$ cat config.mk
export PLATFORM = sky130hd
export DESIGN_NAME = mcu_sched_flat
export DESIGN_NICKNAME = d
export VERILOG_FILES = /design/src/rtl/mcu_sched_if.sv /design/src/rtl/mcu_sched.sv /design/src/flat_wrapper.sv
export SDC_FILE = /design/constraint.sdc
export NUM_CORES = 1
export LEC_CHECK = 0
export CAP_MARGIN = 25
export CELL_PAD_IN_SITES_DETAIL_PLACEMENT = 1
export CELL_PAD_IN_SITES_GLOBAL_PLACEMENT = 1
export CORE_UTILIZATION = 45
export CTS_BUF_LIST = sky130_fd_sc_hd__clkbuf_8
export DETAILED_ROUTE_END_ITERATION = 7
export GPL_ROUTABILITY_DRIVEN = 0
export PLACE_DENSITY_LB_ADDON = 0.1
export SLEW_MARGIN = 20
export SYNTH_ARGS = -nofsm -noshare
export SYNTH_HDL_FRONTEND = slang
export SYNTH_SLANG_ARGS = --single-unit
export TNS_END_PERCENT = 100
$ cat constraint.sdc
create_clock -name clk -period 3.7 [get_ports clk]
set_input_delay 0.555 -clock clk [delete_from_list [all_inputs] [get_ports clk]]
set_output_delay 0.555 -clock clk [all_outputs]
set_load 0.02 [all_outputs]
$ cat src/rtl/mcu_sched_if.sv
// Block-command channel between mcu_sched and the Huffman decoder,
// plus the IDCT completion strobe that returns credit to the scheduler.
interface mcu_sched_if #(
  parameter int CH = 3
);
  localparam int CHW = $clog2(CH + 1);

  logic           cmd_valid;
  logic           cmd_ready;
  logic [CHW-1:0] cmd_ch;
  logic           cmd_dc_rst;
  logic           blk_done;

  modport master (
    output cmd_valid, cmd_ch, cmd_dc_rst,
    input  cmd_ready, blk_done
  );

  modport slave (
    input  cmd_valid, cmd_ch, cmd_dc_rst,
    output cmd_ready, blk_done
  );
endinterface

$ cat src/rtl/mcu_sched.sv
// JPEG scan scheduler: issues one command per 8x8 block, MCU by MCU, with a
// credit limit on blocks in flight and a full drain at each restart boundary.
module mcu_sched #(
  parameter int CH       = 3,
  parameter int BLOCKS_Y = 1,
  parameter int MAX_OUT  = 2,
  parameter int MCU_W    = 16
) (
  input  logic             clk,
  input  logic             rst,
  input  logic             start,
  input  logic [MCU_W-1:0] num_mcus,
  input  logic [15:0]      restart_int,
  mcu_sched_if.master      cmd,
  output logic             rst_marker,
  output logic             busy,
  output logic             done,
  output logic             err
);
  localparam int CHW = $clog2(CH + 1);
  localparam int BPM = BLOCKS_Y + CH - 1;
  localparam int BW  = (BPM > 1) ? $clog2(BPM) : 1;
  localparam int OW  = $clog2(MAX_OUT + 1);
  localparam logic [BW-1:0] BLK_LAST = BW'(BPM - 1);
  localparam logic [OW-1:0] OUT_MAX  = OW'(MAX_OUT);

  typedef enum logic [1:0] {IDLE, ISSUE, DRAIN, FIN} state_t;

  state_t           state_q, state_d;
  logic [MCU_W-1:0] nmcu_q, nmcu_d, mcu_cnt_q, mcu_cnt_d;
  logic [15:0]      rint_q, rint_d, rint_cnt_q, rint_cnt_d;
  logic [BW-1:0]    blk_idx_q, blk_idx_d;
  logic [OW-1:0]    out_cnt_q, out_cnt_d;
  logic [CH-1:0]    dc_arm_q, dc_arm_d;
  logic             cmd_valid_q, cmd_valid_d;
  logic [CHW-1:0]   cmd_ch_q, cmd_ch_d;
  logic             cmd_dc_rst_q, cmd_dc_rst_d;
  logic             rst_marker_q, rst_marker_d;
  logic             busy_q, busy_d;
  logic             done_q, done_d;
  logic             err_q, err_d;
  logic             hs, dec;

  function automatic logic [CHW-1:0] ch_of(input logic [BW-1:0] idx);
    if (int'(idx) < BLOCKS_Y) return '0;
    return CHW'(int'(idx) - BLOCKS_Y + 1);
  endfunction

  always_comb begin
    hs  = cmd_valid_q & cmd.cmd_ready;
    dec = cmd.blk_done && (out_cnt_q != '0);

    out_cnt_d = out_cnt_q;
    if (hs && !dec)      out_cnt_d = out_cnt_q + OW'(1);
    else if (!hs && dec) out_cnt_d = out_cnt_q - OW'(1);
    err_d = err_q | (cmd.blk_done && (out_cnt_q == '0));

    state_d      = state_q;
    nmcu_d       = nmcu_q;
    rint_d       = rint_q;
    mcu_cnt_d    = mcu_cnt_q;
    rint_cnt_d   = rint_cnt_q;
    blk_idx_d    = blk_idx_q;
    dc_arm_d     = dc_arm_q;
    busy_d       = busy_q;
    rst_marker_d = 1'b0;
    done_d       = 1'b0;

    case (state_q)
      IDLE: begin
        if (start) begin
          nmcu_d     = num_mcus;
          rint_d     = restart_int;
          mcu_cnt_d  = '0;
          rint_cnt_d = '0;
          blk_idx_d  = '0;
          dc_arm_d   = '1;
          busy_d     = 1'b1;
          state_d    = (num_mcus == '0) ? FIN : ISSUE;
        end
      end
      ISSUE: begin
        if (hs) begin
          for (int unsigned c = 0; c < CH; c++)
            if (ch_of(blk_idx_q) == CHW'(c)) dc_arm_d[c] = 1'b0;
          if (blk_idx_q == BLK_LAST) begin
            blk_idx_d  = '0;
            mcu_cnt_d  = mcu_cnt_q + MCU_W'(1);
            rint_cnt_d = rint_cnt_q + 16'd1;
            if (mcu_cnt_q + MCU_W'(1) == nmcu_q)
              state_d = FIN;
            else if ((rint_q != '0) && (rint_cnt_q + 16'd1 == rint_q))
              state_d = DRAIN;
          end else begin
            blk_idx_d = blk_idx_q + BW'(1);
          end
        end
      end
      DRAIN: begin
        if (out_cnt_d == '0) begin
          rst_marker_d = 1'b1;
          rint_cnt_d   = '0;
          dc_arm_d     = '1;
          state_d      = ISSUE;
        end
      end
      FIN: begin
        if (out_cnt_d == '0) begin
          done_d  = 1'b1;
          busy_d  = 1'b0;
          state_d = IDLE;
        end
      end
      default: state_d = IDLE;
    endcase

    // Hold off the first command after a drain so the marker strictly precedes it.
    cmd_valid_d  = (state_d == ISSUE) && (out_cnt_d < OUT_MAX) && !rst_marker_d;
    cmd_ch_d     = ch_of(blk_idx_d);
    cmd_dc_rst_d = 1'b0;
    for (int unsigned c = 0; c < CH; c++)
      if ((state_d == ISSUE) && (ch_of(blk_idx_d) == CHW'(c))) cmd_dc_rst_d = dc_arm_d[c];
  end

  always_ff @(posedge clk) begin
    if (rst) begin
      state_q      <= IDLE;
      nmcu_q       <= '0;
      rint_q       <= '0;
      mcu_cnt_q    <= '0;
      rint_cnt_q   <= '0;
      blk_idx_q    <= '0;
      out_cnt_q    <= '0;
      dc_arm_q     <= '0;
      cmd_valid_q  <= 1'b0;
      cmd_ch_q     <= '0;
      cmd_dc_rst_q <= 1'b0;
      rst_marker_q <= 1'b0;
      busy_q       <= 1'b0;
      done_q       <= 1'b0;
      err_q        <= 1'b0;
    end else begin
      state_q      <= state_d;
      nmcu_q       <= nmcu_d;
      rint_q       <= rint_d;
      mcu_cnt_q    <= mcu_cnt_d;
      rint_cnt_q   <= rint_cnt_d;
      blk_idx_q    <= blk_idx_d;
      out_cnt_q    <= out_cnt_d;
      dc_arm_q     <= dc_arm_d;
      cmd_valid_q  <= cmd_valid_d;
      cmd_ch_q     <= cmd_ch_d;
      cmd_dc_rst_q <= cmd_dc_rst_d;
      rst_marker_q <= rst_marker_d;
      busy_q       <= busy_d;
      done_q       <= done_d;
      err_q        <= err_d;
    end
  end

  assign cmd.cmd_valid  = cmd_valid_q;
  assign cmd.cmd_ch     = cmd_ch_q;
  assign cmd.cmd_dc_rst = cmd_dc_rst_q;
  assign rst_marker     = rst_marker_q;
  assign busy           = busy_q;
  assign done           = done_q;
  assign err            = err_q;
endmodule

$ cat src/flat_wrapper.sv
// flat-port wrapper written by rule: the top's interface ports become plain ports
module mcu_sched_flat 
#(
  parameter int CH       = 3,
  parameter int BLOCKS_Y = 1,
  parameter int MAX_OUT  = 2,
  parameter int MCU_W    = 16
)
  (clk, rst, start, num_mcus, restart_int, rst_marker, busy, done, err, cmd_cmd_valid, cmd_cmd_ch, cmd_cmd_dc_rst, cmd_cmd_ready, cmd_blk_done);
  mcu_sched_if #(.CH(CH)) cmd_i ();
  input  logic clk;
  input  logic rst;
  input  logic start;
  input  logic [MCU_W-1:0] num_mcus;
  input  logic [15:0] restart_int;
  output logic rst_marker;
  output logic busy;
  output logic done;
  output logic err;
  output wire logic [$bits(cmd_i.cmd_valid)-1:0] cmd_cmd_valid;
  output wire logic [$bits(cmd_i.cmd_ch)-1:0] cmd_cmd_ch;
  output wire logic [$bits(cmd_i.cmd_dc_rst)-1:0] cmd_cmd_dc_rst;
  input wire logic [$bits(cmd_i.cmd_ready)-1:0] cmd_cmd_ready;
  input wire logic [$bits(cmd_i.blk_done)-1:0] cmd_blk_done;
  assign cmd_cmd_valid = cmd_i.cmd_valid;
  assign cmd_cmd_ch = cmd_i.cmd_ch;
  assign cmd_cmd_dc_rst = cmd_i.cmd_dc_rst;
  assign cmd_i.cmd_ready = cmd_cmd_ready;
  assign cmd_i.blk_done = cmd_blk_done;
  mcu_sched #(.CH(CH), .BLOCKS_Y(BLOCKS_Y), .MAX_OUT(MAX_OUT), .MCU_W(MCU_W)) u_core (.clk(clk), .rst(rst), .start(start), .num_mcus(num_mcus), .restart_int(restart_int), .cmd(cmd_i), .rst_marker(rst_marker), .busy(busy), .done(done), .err(err));
endmodule
# Word level (Yosys, flattened, before mapping)
# Index checks and enable logic that the tools add are counted.
[totals]
inputBits = 37
out_inout_bits = 8
word_cells = 123
register_bits = 81
[classes]
muxes = 48
n_bitwise = 3
reduce_logical = 29
n_eq_ne = 16
n_addsub = 9
order_cmp = 3
[op_table]
columns = ["operator", "n"]
rows = [
  ["$mux 16", 6],
  ["$pmux 16 s3", 1],
  ["$mux 2", 19],
  ["$add 16x1->16 const B", 2],
  ["$eq 16x16->1", 2],
  ["$pmux 16 s2", 1],
  ["$logic_not 16->1", 1],
  ["$reduce_bool 16->1", 1],
  ["$mux 1", 14],
  ["$eq 2x2->1 const B", 5],
  ["$logic_and 1x1->1", 10],
  ["$logic_not 2->1", 5],
  ["$mux 3", 3],
  ["$pmux 3 s3", 1],
  ["$eq 2x1->1 const B", 4],
  ["$ne 2x1->1 const B", 4],
  ["$pmux 2 s4", 1],
  ["$reduce_bool 2->1", 3],
  ["$sub 2x1->2 const B", 3],
  ["$reduce_and 5->1", 1],
  ["$add 2x1->2 const B", 2],
  ["$add 2x2->2 const B", 2],
  ["$lt 2x1->1 const B", 2],
  ["$pmux 2 s2", 1],
  ["other kinds (12)", 14],
]

# Longest topological paths before layout
# Gate-level depths: netlist of the first run.
[depth]
word_depth = 14
depth_mapped = 10
ltp_nobuf = 10

# Worst setup path before layout of the first run
# Ideal clock, no wire load.
[synth_timing]
path_type = "reg2reg"
start = "reg u_core.out_cnt_q[0]"
end = "reg u_core.cmd_dc_rst_q, in the netlist u_core.cmd.cmd_dc_rst"
t_arrival_ps = 2096
stages_incl_launch_ff = 11
n_path_buf = 0
setup_ps = 59
t_required_ps = 3641
setup_slack_ps = 1545
synth_period_minus_slack_ps = 2155
path_cell_list = "dfxtp_1 > inv_1 > ha_1 > and2b_4 > xor2_2 > a211oi_4 > a211oi_4 > o21ai_1 > a31o_1 > a221oi_2 > and2_1"
[synth_between]
elab_chain_cells = 13
elab_cells_between_ends = 22
cone_classes = "add/sub (2); eq/ne (1); mux (10); reduce/logical (9)"
[synth_rtl]
columns = ["element", "line_no", "text"]
rows = [
  ["from (decl)", "mcu_sched.sv:33", "logic [OW-1:0] out_cnt_q, out_cnt_d;"],
  ["from (signal assigned)", "mcu_sched.sv:149", "out_cnt_q <= out_cnt_d;"],
  ["branches (longest 4 deep; another with $sub 2x1->2)", "-", ""],
  ["$mux 2 (*)", "mcu_sched.sv:54", "if (hs && !dec) out_cnt_d = out_cnt_q + OW'(1);"],
  ["$logic_not 2->1 (*)", "mcu_sched.sv:100, mcu_sched.sv:108", ""],
  ["$mux 2, on equally long branches", "mcu_sched.sv:108, mcu_sched.sv:100", ""],
  ["$pmux 2 s4", "mcu_sched.sv:69", "case (state_q)"],
  ["$eq 2x1->1", "mcu_sched.sv:122", "if ((state_d == ISSUE) && (ch_of(blk_idx_d) == CHW'(c))) cmd_dc_rst_d = dc_arm_d[c];"],
  ["$logic_and 1x1->1", "mcu_sched.sv:122", ""],
  ["$mux 1 (2 in series)", "mcu_sched.sv:122", ""],
  ["$mux 1 (*)", "mcu_sched.sv:122", ""],
  ["to (signal assigned)", "mcu_sched.sv:153", "cmd_dc_rst_q <= cmd_dc_rst_d;"],
  ["to (decl)", "mcu_sched.sv:37", "logic cmd_dc_rst_q, cmd_dc_rst_d;"],
]
# Mark *: on every way between the ends.
# A chain may end at the register's enable or synchronous reset.

# Final worst setup path of the first run
[layout_timing]
start = "reg u_core.mcu_cnt_q[0]"
end = "reg u_core.cmd_valid_q, in the netlist u_core.cmd.cmd_valid"
[layout_between]
elab_chain_cells = 9
[layout_rtl]
columns = ["element", "line_no", "text"]
rows = [
  ["from (decl)", "mcu_sched.sv:30", "logic [MCU_W-1:0] nmcu_q, nmcu_d, mcu_cnt_q, mcu_cnt_d;"],
  ["from (signal assigned)", "mcu_sched.sv:146", "mcu_cnt_q <= mcu_cnt_d;"],
  ["$add 16x1->16", "mcu_sched.sv:90", "if (mcu_cnt_q + MCU_W'(1) == nmcu_q)"],
  ["$eq 16x16->1", "mcu_sched.sv:90", ""],
  ["$mux 2", "mcu_sched.sv:90", ""],
  ["$mux 2", "mcu_sched.sv:86", "if (blk_idx_q == BLK_LAST) begin"],
  ["$mux 2", "mcu_sched.sv:83", "if (hs) begin"],
  ["$pmux 2 s4", "mcu_sched.sv:69", ""],
  ["$eq 2x1->1", "mcu_sched.sv:118", "cmd_valid_d = (state_d == ISSUE) && (out_cnt_d < OUT_MAX) && !rst_marker_d;"],
  ["$logic_and 1x1->1 (2 in series)", "mcu_sched.sv:118", ""],
  ["to (signal assigned)", "mcu_sched.sv:151", "cmd_valid_q <= cmd_valid_d;"],
  ["to (decl)", "mcu_sched.sv:35", "logic cmd_valid_q, cmd_valid_d;"],
]
# No other way between the ends.

==> flow_summary.ini, run 1 <==
[clock_network]
post_cts_buffers = 0
root_buffer = clkbuf_8
path_clk_slew_ps = 80
tritoncts = done
holdBufCountCts = 0
numCtsBuffers = 9
ctsResizeCount = 0
cts.path.max_buffers = 2
htreeDepth = 3
clock_latency_ps = 360
clock-sinks = 81

[setup_path]
crit_buf_inv = 0
path_max_fanout = 9
path_cells = ha_1, nand3_2, nor2_1, nand3_1, a211oi_1, nand4_1, o21ai_2, a21oi_1, and3_1
cp_top_family = simple AND/OR/NAND/NOR gates
cp_slowest_cell = dfxtp_1
cp-end-kind = flip-flop
critPathKind = reg -> reg
cpPeakStageDelay_ps = 470
worst_r2r_startpoint = u_core.mcu_cnt_q[0]
r2r_slack_ps = 750
ff2ff_path_depth = 9
cp.required_ps = 3950
critical_path_arrival_ps = 3200
timing.rr.end = u_core.cmd.cmd_valid
start_kind = flip-flop

[sta]
fin_crit_sh_pct = 79.6
fin_skew_ps = 6.06
whs_ps = 476
setup_viol = 0
final-hold-violation-count = 0
fin_tns_setup_ps = 0
slew_headroom_pct = 45.6
fmax_mhz = 339
tightest_slew_ps = 815
report.final.slew_viol_count = 0
period_minus_slack_ps = 2950
rsz0062_at_grt = false
layout_setup_ws_ps = 754

[global_routing]
antenna_found_initial = 0
grt_max_degree = 43
grt-ovfl-total = 0
grt_pass1_vias = 4579
grt_pass1_wl_um = 22700
grt_use_total_pct = 25.9

[pwr]
p_leak_uw = 0.00185
p_per_area_nw_per_um2 = 394
vdd_drop_max_v = 0.000446

[min_path]
hold_path.class = reg -> reg
holdPathEnd = u_core.nmcu_q[3]
hold_depth = 2
min_from = u_core.nmcu_q[3]

[finish]
drive_above_1_share_pct = 8.48
design_area_um2 = 5320
final_util_pct = 53.7
nNetsFinal = 660
syn2layout_area_growth_pct = 14.5
fill_cells = 1226
diodes = 0

[synthesis]
synth.area.top_cells = dfxtp_1, nand2_1, a21oi_1
synthDistinctLibCells = 66
syn_area_um2 = 4650
ys_ff_latch = 81
synthesis.nets = 639
ys_seq_area_share_pct = 34.9
yosysWarnings = 0
synth_async_sr_flop_share_pct = 0
synth-edff-count = 0
syn_inst = 599
yosys.area.top_type_share_pct = 34.9
syn_avg_cell_area_um2 = 7.76
yosys.area.top_type = dfxtp_1
synth_top_flop_cell = dfxtp_1

[drt]
vias = 4372
drt_iter0_drc = 141
drt-pass1-iter-count = 4
ant_nets = 0
drc = 0
totalWireLength_um = 13300
viasPerCell = 5.77
wire_per_inst_um = 17.5

[placed_design]
pre_cts_ws_ps = 608
portBuffers = 44
place_area_um2 = 5120
dpl.hpwl_um = 9530

[floorplan]
die-area_um2 = 10700
ioPinCount = 45
fp-row-count = 36
dieWidth_um = 104
core_area_um2 = 9910
start_util_pct = 46.9
die_h_um = 104

[run_status]
status = finished, final reports clean

[run]
maxCapViolCount = 0
[cells in the mapped netlist (all sizes together) (2+ instances only)]
master,number
o21ai,31
clkbuf,24
a22oi,4
nand4,13
ha,3
or2,2
nand4b,2
or3,9
nand2b,6
nor2,63
a311oi,6
dfxtp,81
a31oi,7
xor2,15
nor2b,4
nor3,16
and4,3
nand3,15
nand3b,10
a21o,2
a211oi,5
a31o,2
inv,10
o211ai,2
and2,2
a21oi,74
nor3b,3
or4,3
nand2,100
and3,6
xnor2,31
buf,15
nor4,17
a32oi,2
[report_power, final]
part | total (µW) | switching (µW) | leakage [µW] | internal (µW)
clock network | 681 | 335 | 0.000107 | 347
registers | 963 | 45.9 | 0.000660 | 917
logic | 452 | 257 | 0.00109 | 195
[routing by layer]
layer | up-vias | part of all wire [%] | routed length [µm] | GRT usage (%)
met2 | 82 | 49 | 6520 | 44.6
met5 | - | 0 | 0 | 0
met4 | 0 | 2.0 | 263 | 8.80
li1 | 2147 | - | - | -
met1 | 2123 | 45 | 6020 | 32.5
met3 | 20 | 3.7 | 492 | 4.78
[cell usage in the layout, fill, tap and decap left out, types with 11 or more instances in the layout]
cell type / netlist / layout
nand2_1: 98 / 98
dfxtp_1: 81 / 81
a21oi_1: 72 / 72
nor2_1: 61 / 61
clkdlybuf4s50_1: 0 / 43
xnor2_1: 31 / 31
o21ai_0: 28 / 28
nor3_1: 14 / 14
xor2_1: 14 / 14
nor4_1: 12 / 12
inv_1: 10 / 11
nand3_1: 11 / 11
clkbuf_8: 0 / 11
[layout make-up]
type                       instances  area, µm²  share of cell area (%)
clock inverter                     5       55.1                    1.03
multi-input combinational        469       2820                    52.9
inverter                          10       37.5                   0.705
timing repair buffer              49        473                    8.89
clock buffer                      11        151                    2.84
tap                              133        166                    3.13
sequential                        81       1620                    30.5
[stage by stage]
stage | total power [µW] | std cells
floorplan | 1290 | 599
global placement | 1420 | 742
detailed placement | 1440 | 742
CTS | 2120 | 758
global route | 2200 | 758
finish | 2100 | 758
[kinds of logic (layout without fill, tap and decap cells)]
group | count (synthesis) | after routing | share of synthesized area [%]
simple gates | 276 | 276 | 32.0
compound gates | 143 | 143 | 18.8
flops | 81 | 81 | 34.9
buf+inv | 49 | 75 | 4.50
xor+xnor | 46 | 46 | 8.83
fa+ha+maj | 3 | 3 | 0.808
mux | 1 | 1 | 0.242
[sequential cells by signal (all words and copies together) (netlist names)]
name                   flops
u_core.blk_idx_q           2
u_core.state_q             2
u_core.cmd.cmd_dc_rst      1
u_core.out_cnt_q           2
u_core.done                1
u_core.rint_cnt_q         16
u_core.mcu_cnt_q          16
u_core.err                 1
u_core.cmd.cmd_valid       1
u_core.dc_arm_q            3
u_core.rst_marker          1
u_core.cmd.cmd_ch          2
u_core.busy                1
u_core.rint_q             16
u_core.nmcu_q             16
[worst reg2reg max path, cell delays in order (launching register included)]
cell	delay, ps
dfxtp_1	470
ha_1	380
nand3_2	280
nor2_1	320
nand3_1	180
a211oi_1	410
nand4_1	260
o21ai_2	230
a21oi_1	110
and3_1	190
[worst max path at each step]
stage	cells past startpoint	slack (ps)	startpoint	to
2_1_floorplan	10	1550	u_core.out_cnt_q[0]	u_core.cmd.cmd_dc_rst
5_1_grt	9	570	u_core.mcu_cnt_q[0]	u_core.cmd.cmd_valid
3_5_place_dp	6	610	start	u_core.cmd.cmd_valid
6_report	9	750	u_core.mcu_cnt_q[0]	u_core.cmd.cmd_valid
3_3_place_gp	6	670	start	u_core.cmd.cmd_dc_rst
4_1_cts	9	790	u_core.mcu_cnt_q[0]	u_core.cmd.cmd_dc_rst
No activity file was read; power rests on OpenSTA's default activity.
==> run 2: changes to the inputs <==
--- a/config.mk
+++ b/config.mk
@@ -8,7 +8,7 @@
 export CAP_MARGIN = 25
 export CELL_PAD_IN_SITES_DETAIL_PLACEMENT = 1
 export CELL_PAD_IN_SITES_GLOBAL_PLACEMENT = 1
-export CORE_UTILIZATION = 45
+export CORE_UTILIZATION = 40
 export CTS_BUF_LIST = sky130_fd_sc_hd__clkbuf_8
 export DETAILED_ROUTE_END_ITERATION = 7
 export GPL_ROUTABILITY_DRIVEN = 0
==> constraint.sdc (replaced) <==
create_clock -name clk -period 2.5 [get_ports clk]
set_input_delay 0.375 -clock clk [delete_from_list [all_inputs] [get_ports clk]]
set_output_delay 0.375 -clock clk [all_outputs]
set_load 0.02 [all_outputs]
==> run 2 against run 1 <==
  * Via count rose by 2.5%
  * First-iteration DRC count rose by 9.9%
  * Global-route usage fell by 1.7 points
  * Critical endpoint is now u_core.cmd.cmd_dc_rst
  * Sequential share of layout area fell by 1.5 points
  * Largest power group unchanged
  * Routed wire length rose by 2.6%
==> flow_summary.ini, run 2 (same netlist as run 1, synthesis figures left out) <==
[floorplan]
fp-row-count = 39
dieWidth_um = 110
die_h_um = 110
die-area_um2 = 12100
start_util_pct = 40.9
ioPinCount = 45
core_area_um2 = 11400

[setup_path]
ff2ff_path_depth = 9
path_max_fanout = 5
start_kind = flip-flop
critPathKind = reg -> reg
worst_r2r_startpoint = u_core.mcu_cnt_q[1]
startpoint = u_core.mcu_cnt_q[1]
cp.required_ps = 2770
critical_path_arrival_ps = 2620
cp-end-kind = flip-flop

[drt]
drt-pass1-iter-count = 4
ant_nets = 0
vias = 4483
viasPerCell = 5.59
drt_iter0_drc = 155
drc = 0
totalWireLength_um = 13600
wire_per_inst_um = 17.0

[finish]
nNetsFinal = 696
fill_cells = 1404
seqCellArea_um2 = 1630
final_cell_mix = nand2_1, dfxtp_1, a21oi_1
diodes = 0
layout_commonest_cell = nand2_1
multi_input_area_um2 = 2840
drive_above_1_share_pct = 13.5
design_area_um2 = 5620
final_util_pct = 49.4
syn2layout_area_growth_pct = 20.9

[global_routing]
antenna_found_initial = 0
grt_use_total_pct = 24.2
grt_max_degree = 67
grt_pass1_wl_um = 22100
grt_pass1_vias = 4380
grt-ovfl-total = 0

[sta]
report.final.slew_viol_count = 0
rsz0062_at_grt = false
setup_viol = 0
final-hold-violation-count = 0
fin_tns_setup_ps = 0
tightest_slew_ps = 522
period_minus_slack_ps = 2350
fin_crit_sh_pct = 94.0
fin_skew_ps = 8.51
slew_headroom_pct = 64.9
fmax_mhz = 425

[clock_network]
holdBufCountCts = 0
numCtsBuffers = 9
tritoncts = done
cts.path.max_buffers = 2
root_buffer = clkbuf_8
path_clk_slew_ps = 80
clock_latency_ps = 370
clock-sinks = 81
htreeDepth = 3

[placed_design]
dpl.hpwl_um = 10200
portBuffers = 44
place_area_um2 = 5440

[pwr]
p_per_area_nw_per_um2 = 538
p_leak_uw = 0.00204
vdd_drop_max_v = 0.000400

[run_status]
status = finished, final reports clean

[min_path]
hold_path.class = in -> reg
min_from = rst
hold_depth = 2

[run]
maxCapViolCount = 0
==> run 2: path summary, 6_finish.rpt <==
check                          end  slack (ps)
min            u_core.blk_idx_q[1]         370
max reg2reg  u_core.cmd.cmd_dc_rst         150
min reg2reg       u_core.nmcu_q[3]         470
max          u_core.cmd.cmd_dc_rst         150
==> run 2: timing repair <==
item / in CTS / in global routing
endpoints found under the setup margin: 0 / 3
gates resized for setup: 0 / 6
buffers inserted: 0 / 0
==> run 2: area by class of cell <==
type | count | area share, %
timing repair buffer | 85 | 13.9
clock inverter | 3 | 0.200
multi-input combinational | 469 | 50.4
clock buffer | 11 | 2.69
sequential | 81 | 28.9
inverter | 10 | 0.668
tap | 143 | 3.18
==> run 2: report_power, final <==
| group | internal [µW] | total, µW | switching [µW] |
|---|---|---|---|
| Sequential | 1360 | 1430 | 68.6 |
| Clock | 394 | 861 | 467 |
| Combinational | 333 | 737 | 403 |
| Total | 2080 | 3020 | 939 |
==> run 2: layer usage <==
layer  wire length (µm)  up-vias  track usage [%]  part of all wire (%)
li1                   -     2215                -                     -
met1               6210     2197             29.9                    45
met2               6760       52             41.5                    50
met3                345       19             3.20                   2.5
met4                334        0             11.2                   2.4
met5                  0        -                0                     0
==> run 2: worst max-delay path: stages, from the launching register on <==
cell,delay (ps)
dfxtp_2,380
ha_1,200
nand3_2,170
nor2_1,190
nand3_1,120
a211oi_1,450
nand4_1,230
o21ai_2,210
a21oi_1,110
and2_1,190
==> run 2: metrics by stage <==
| step | std cells | setup slack [ps] | hold WS (ps) | total power, µW |
|---|---|---|---|---|
| after CTS | 802 | 10.6 | 359 | 3050 |
| after detailed placement | 788 | -25.2 | 464 | 2180 |
| after floorplan | 599 | 345 | 448 | 1900 |
| after global placement | 788 | -0.0109 | 457 | 2160 |
| final | 802 | 149 | 373 | 3020 |
| after global routing | 802 | 12.1 | 399 | 3190 |
==> run 3: changes to the inputs <==
--- a/config.mk
+++ b/config.mk
@@ -12,7 +12,7 @@
 export CTS_BUF_LIST = sky130_fd_sc_hd__clkbuf_8
 export DETAILED_ROUTE_END_ITERATION = 7
 export GPL_ROUTABILITY_DRIVEN = 0
-export PLACE_DENSITY_LB_ADDON = 0.1
+export PLACE_DENSITY = 0.88
 export SLEW_MARGIN = 20
 export SYNTH_ARGS = -nofsm -noshare
 export SYNTH_HDL_FRONTEND = slang
==> run 3 against run 2 <==
  * Non-clock buffer count unchanged
  * Setup slack worse by 74 ps
  * Largest cell class unchanged
  * Die area unchanged
  * Global-route usage up 2.4 points
==> flow_summary.ini, run 3 (same netlist as run 1, synthesis figures left out) <==
[clock_network]
tritoncts = done
htreeDepth = 3
numCtsBuffers = 9
holdBufCountCts = 0
clock_latency_ps = 370
root_buffer = clkbuf_8
cts.path.max_buffers = 2
clock-sinks = 81
path_clk_slew_ps = 90

[pwr]
p_sw_share_pct = 31.6
p_clk_share_pct = 32.0
p_per_area_nw_per_um2 = 583
p_comb_share_pct = 24.7
p_int_uw = 2260
power.total_uw = 3310
sequentialPowerShare_pct = 43.4
p_leak_uw = 0.00204
vdd_drop_max_v = 0.000458
power_switching_uw = 1050

[sta]
fin_skew_ps = 9.05
whs_ps = 307
rsz0062_at_grt = false
fmax_mhz = 412
report.final.slew_viol_count = 0
setup_viol = 0
final-hold-violation-count = 0
layout_setup_ws_ps = 75.5
period_minus_slack_ps = 2420
fin_crit_sh_pct = 97.0
tightest_slew_ps = 509
slew_headroom_pct = 66.0

[floorplan]
start_util_pct = 40.9
ioPinCount = 45
dieWidth_um = 110
core_area_um2 = 11400
die-area_um2 = 12100
die_h_um = 110
fp-row-count = 39

[setup_path]
cp-end-kind = flip-flop
cp_slowest_cell = dfxtp_1
cpMostUsedCell = nor2_1
critPathKind = reg -> reg
crit_buf_inv = 1
cp.required_ps = 2750
start_kind = flip-flop
cpPeakStageDelay_ps = 400
critical_path_arrival_ps = 2680
path_max_fanout = 6
cp_top_family = compound AO/OA/AOI/OAI gates
path_cells = inv_2, ha_2, and2b_4, xor2_4, a211oi_4, nor2_1, a21o_1, o21ai_0, a22oi_1, nor2_1

[finish]
final_cell_mix = nand2_1, dfxtp_1, a21oi_1
drive_above_1_share_pct = 14.5
layout_commonest_cell = nand2_1
diodes = 0
fill_cells = 1378
syn2layout_area_growth_pct = 22.3
nNetsFinal = 696

[min_path]
hold_path.class = in -> reg

[placed_design]
dpl.hpwl_um = 10600
portBuffers = 44
pre_cts_ws_ps = -87.0

[drt]
vias = 4718
drc = 0
totalWireLength_um = 15500
ant_nets = 0
drt-pass1-iter-count = 4
wire_per_inst_um = 19.3
drt_iter0_drc = 180
viasPerCell = 5.87

[global_routing]
grt_pass1_vias = 4934
grt-ovfl-total = 0
grt_use_total_pct = 26.6
antenna_found_initial = 0
grt_pass1_wl_um = 24400
grt_max_degree = 42

[run]
maxCapViolCount = 0

[run_status]
status = finished, final reports clean
-- run 3: power by group through the flow --
stage / registers [µW] / clock network [µW] / logic (µW)
3_3_place_gp: 1450 / 0 / 686
6_report: 1440 / 1060 / 816
2_1_floorplan: 1450 / 0 / 456
4_1_cts: 1430 / 1070 / 740
3_5_place_dp: 1460 / 0 / 728
5_1_grt: 1440 / 1140 / 871
-- run 3: repair_timing --
| action | in CTS | in global routing |
|---|---|---|
| buffers inserted | 0 | 2 |
| setup endpoints to repair | 0 | 5 |
| gates resized for setup | 0 | 9 |
-- run 3: routing by layer --
metal | track usage, % | vias up | wire length [µm]
met4 | 10.7 | 0 | 446
met1 | 32.3 | 2356 | 6720
li1 | - | 2219 | -
met3 | 5.16 | 34 | 501
met2 | 46.0 | 109 | 7830
met5 | 0 | - | 0
-- run 3: area by class of cell --
cell class              instances  area [µm²]  area share, %
clock inverters                 4        50.0          0.880
repair buffers                 85         768           13.5
clock buffers                  12         165           2.91
well taps                     143         179           3.15
inverters                      10        37.5          0.660
multi-input cells             469        2860           50.4
flip-flops and latches         81        1620           28.5
-- run 3: final timing paths --
| path | from | end | slack, ps | cells past startpoint |
|---|---|---|---|---|
| setup / recovery | u_core.out_cnt_q[0] | u_core.rint_cnt_q[12] | 80 | 10 |
| hold reg to reg | u_core.nmcu_q[7] | u_core.nmcu_q[7] | 480 | 2 |
| hold / removal | rst | u_core.cmd.cmd_ch[1] | 310 | 2 |
| setup reg to reg | u_core.out_cnt_q[0] | u_core.rint_cnt_q[12] | 80 | 10 |
-- run 3: stage by stage --
stage	area, µm²	setup TNS (ps)	std cells	util [%]
after floorplan	4650	0	599	-
after global placement	5400	0	786	47.5
after detailed placement	5400	-161	786	47.5
after CTS	5610	0	802	49.4
after global routing	5680	0	804	50.0
final	5680	0	804	50.0
-- run 3: worst register-to-register path, delay by kind of cell, from the launching register on --
| family | cells | cell delay, ps |
|---|---|---|
| DFF | 1 | 400 |
| AOI/OAI and AO/OA | 4 | 820 |
| buffers and inverters | 1 | 90 |
| and+or+nand+nor | 3 | 600 |
| xor gates and xnor gates | 1 | 210 |
| adders and majority gates | 1 | 190 |
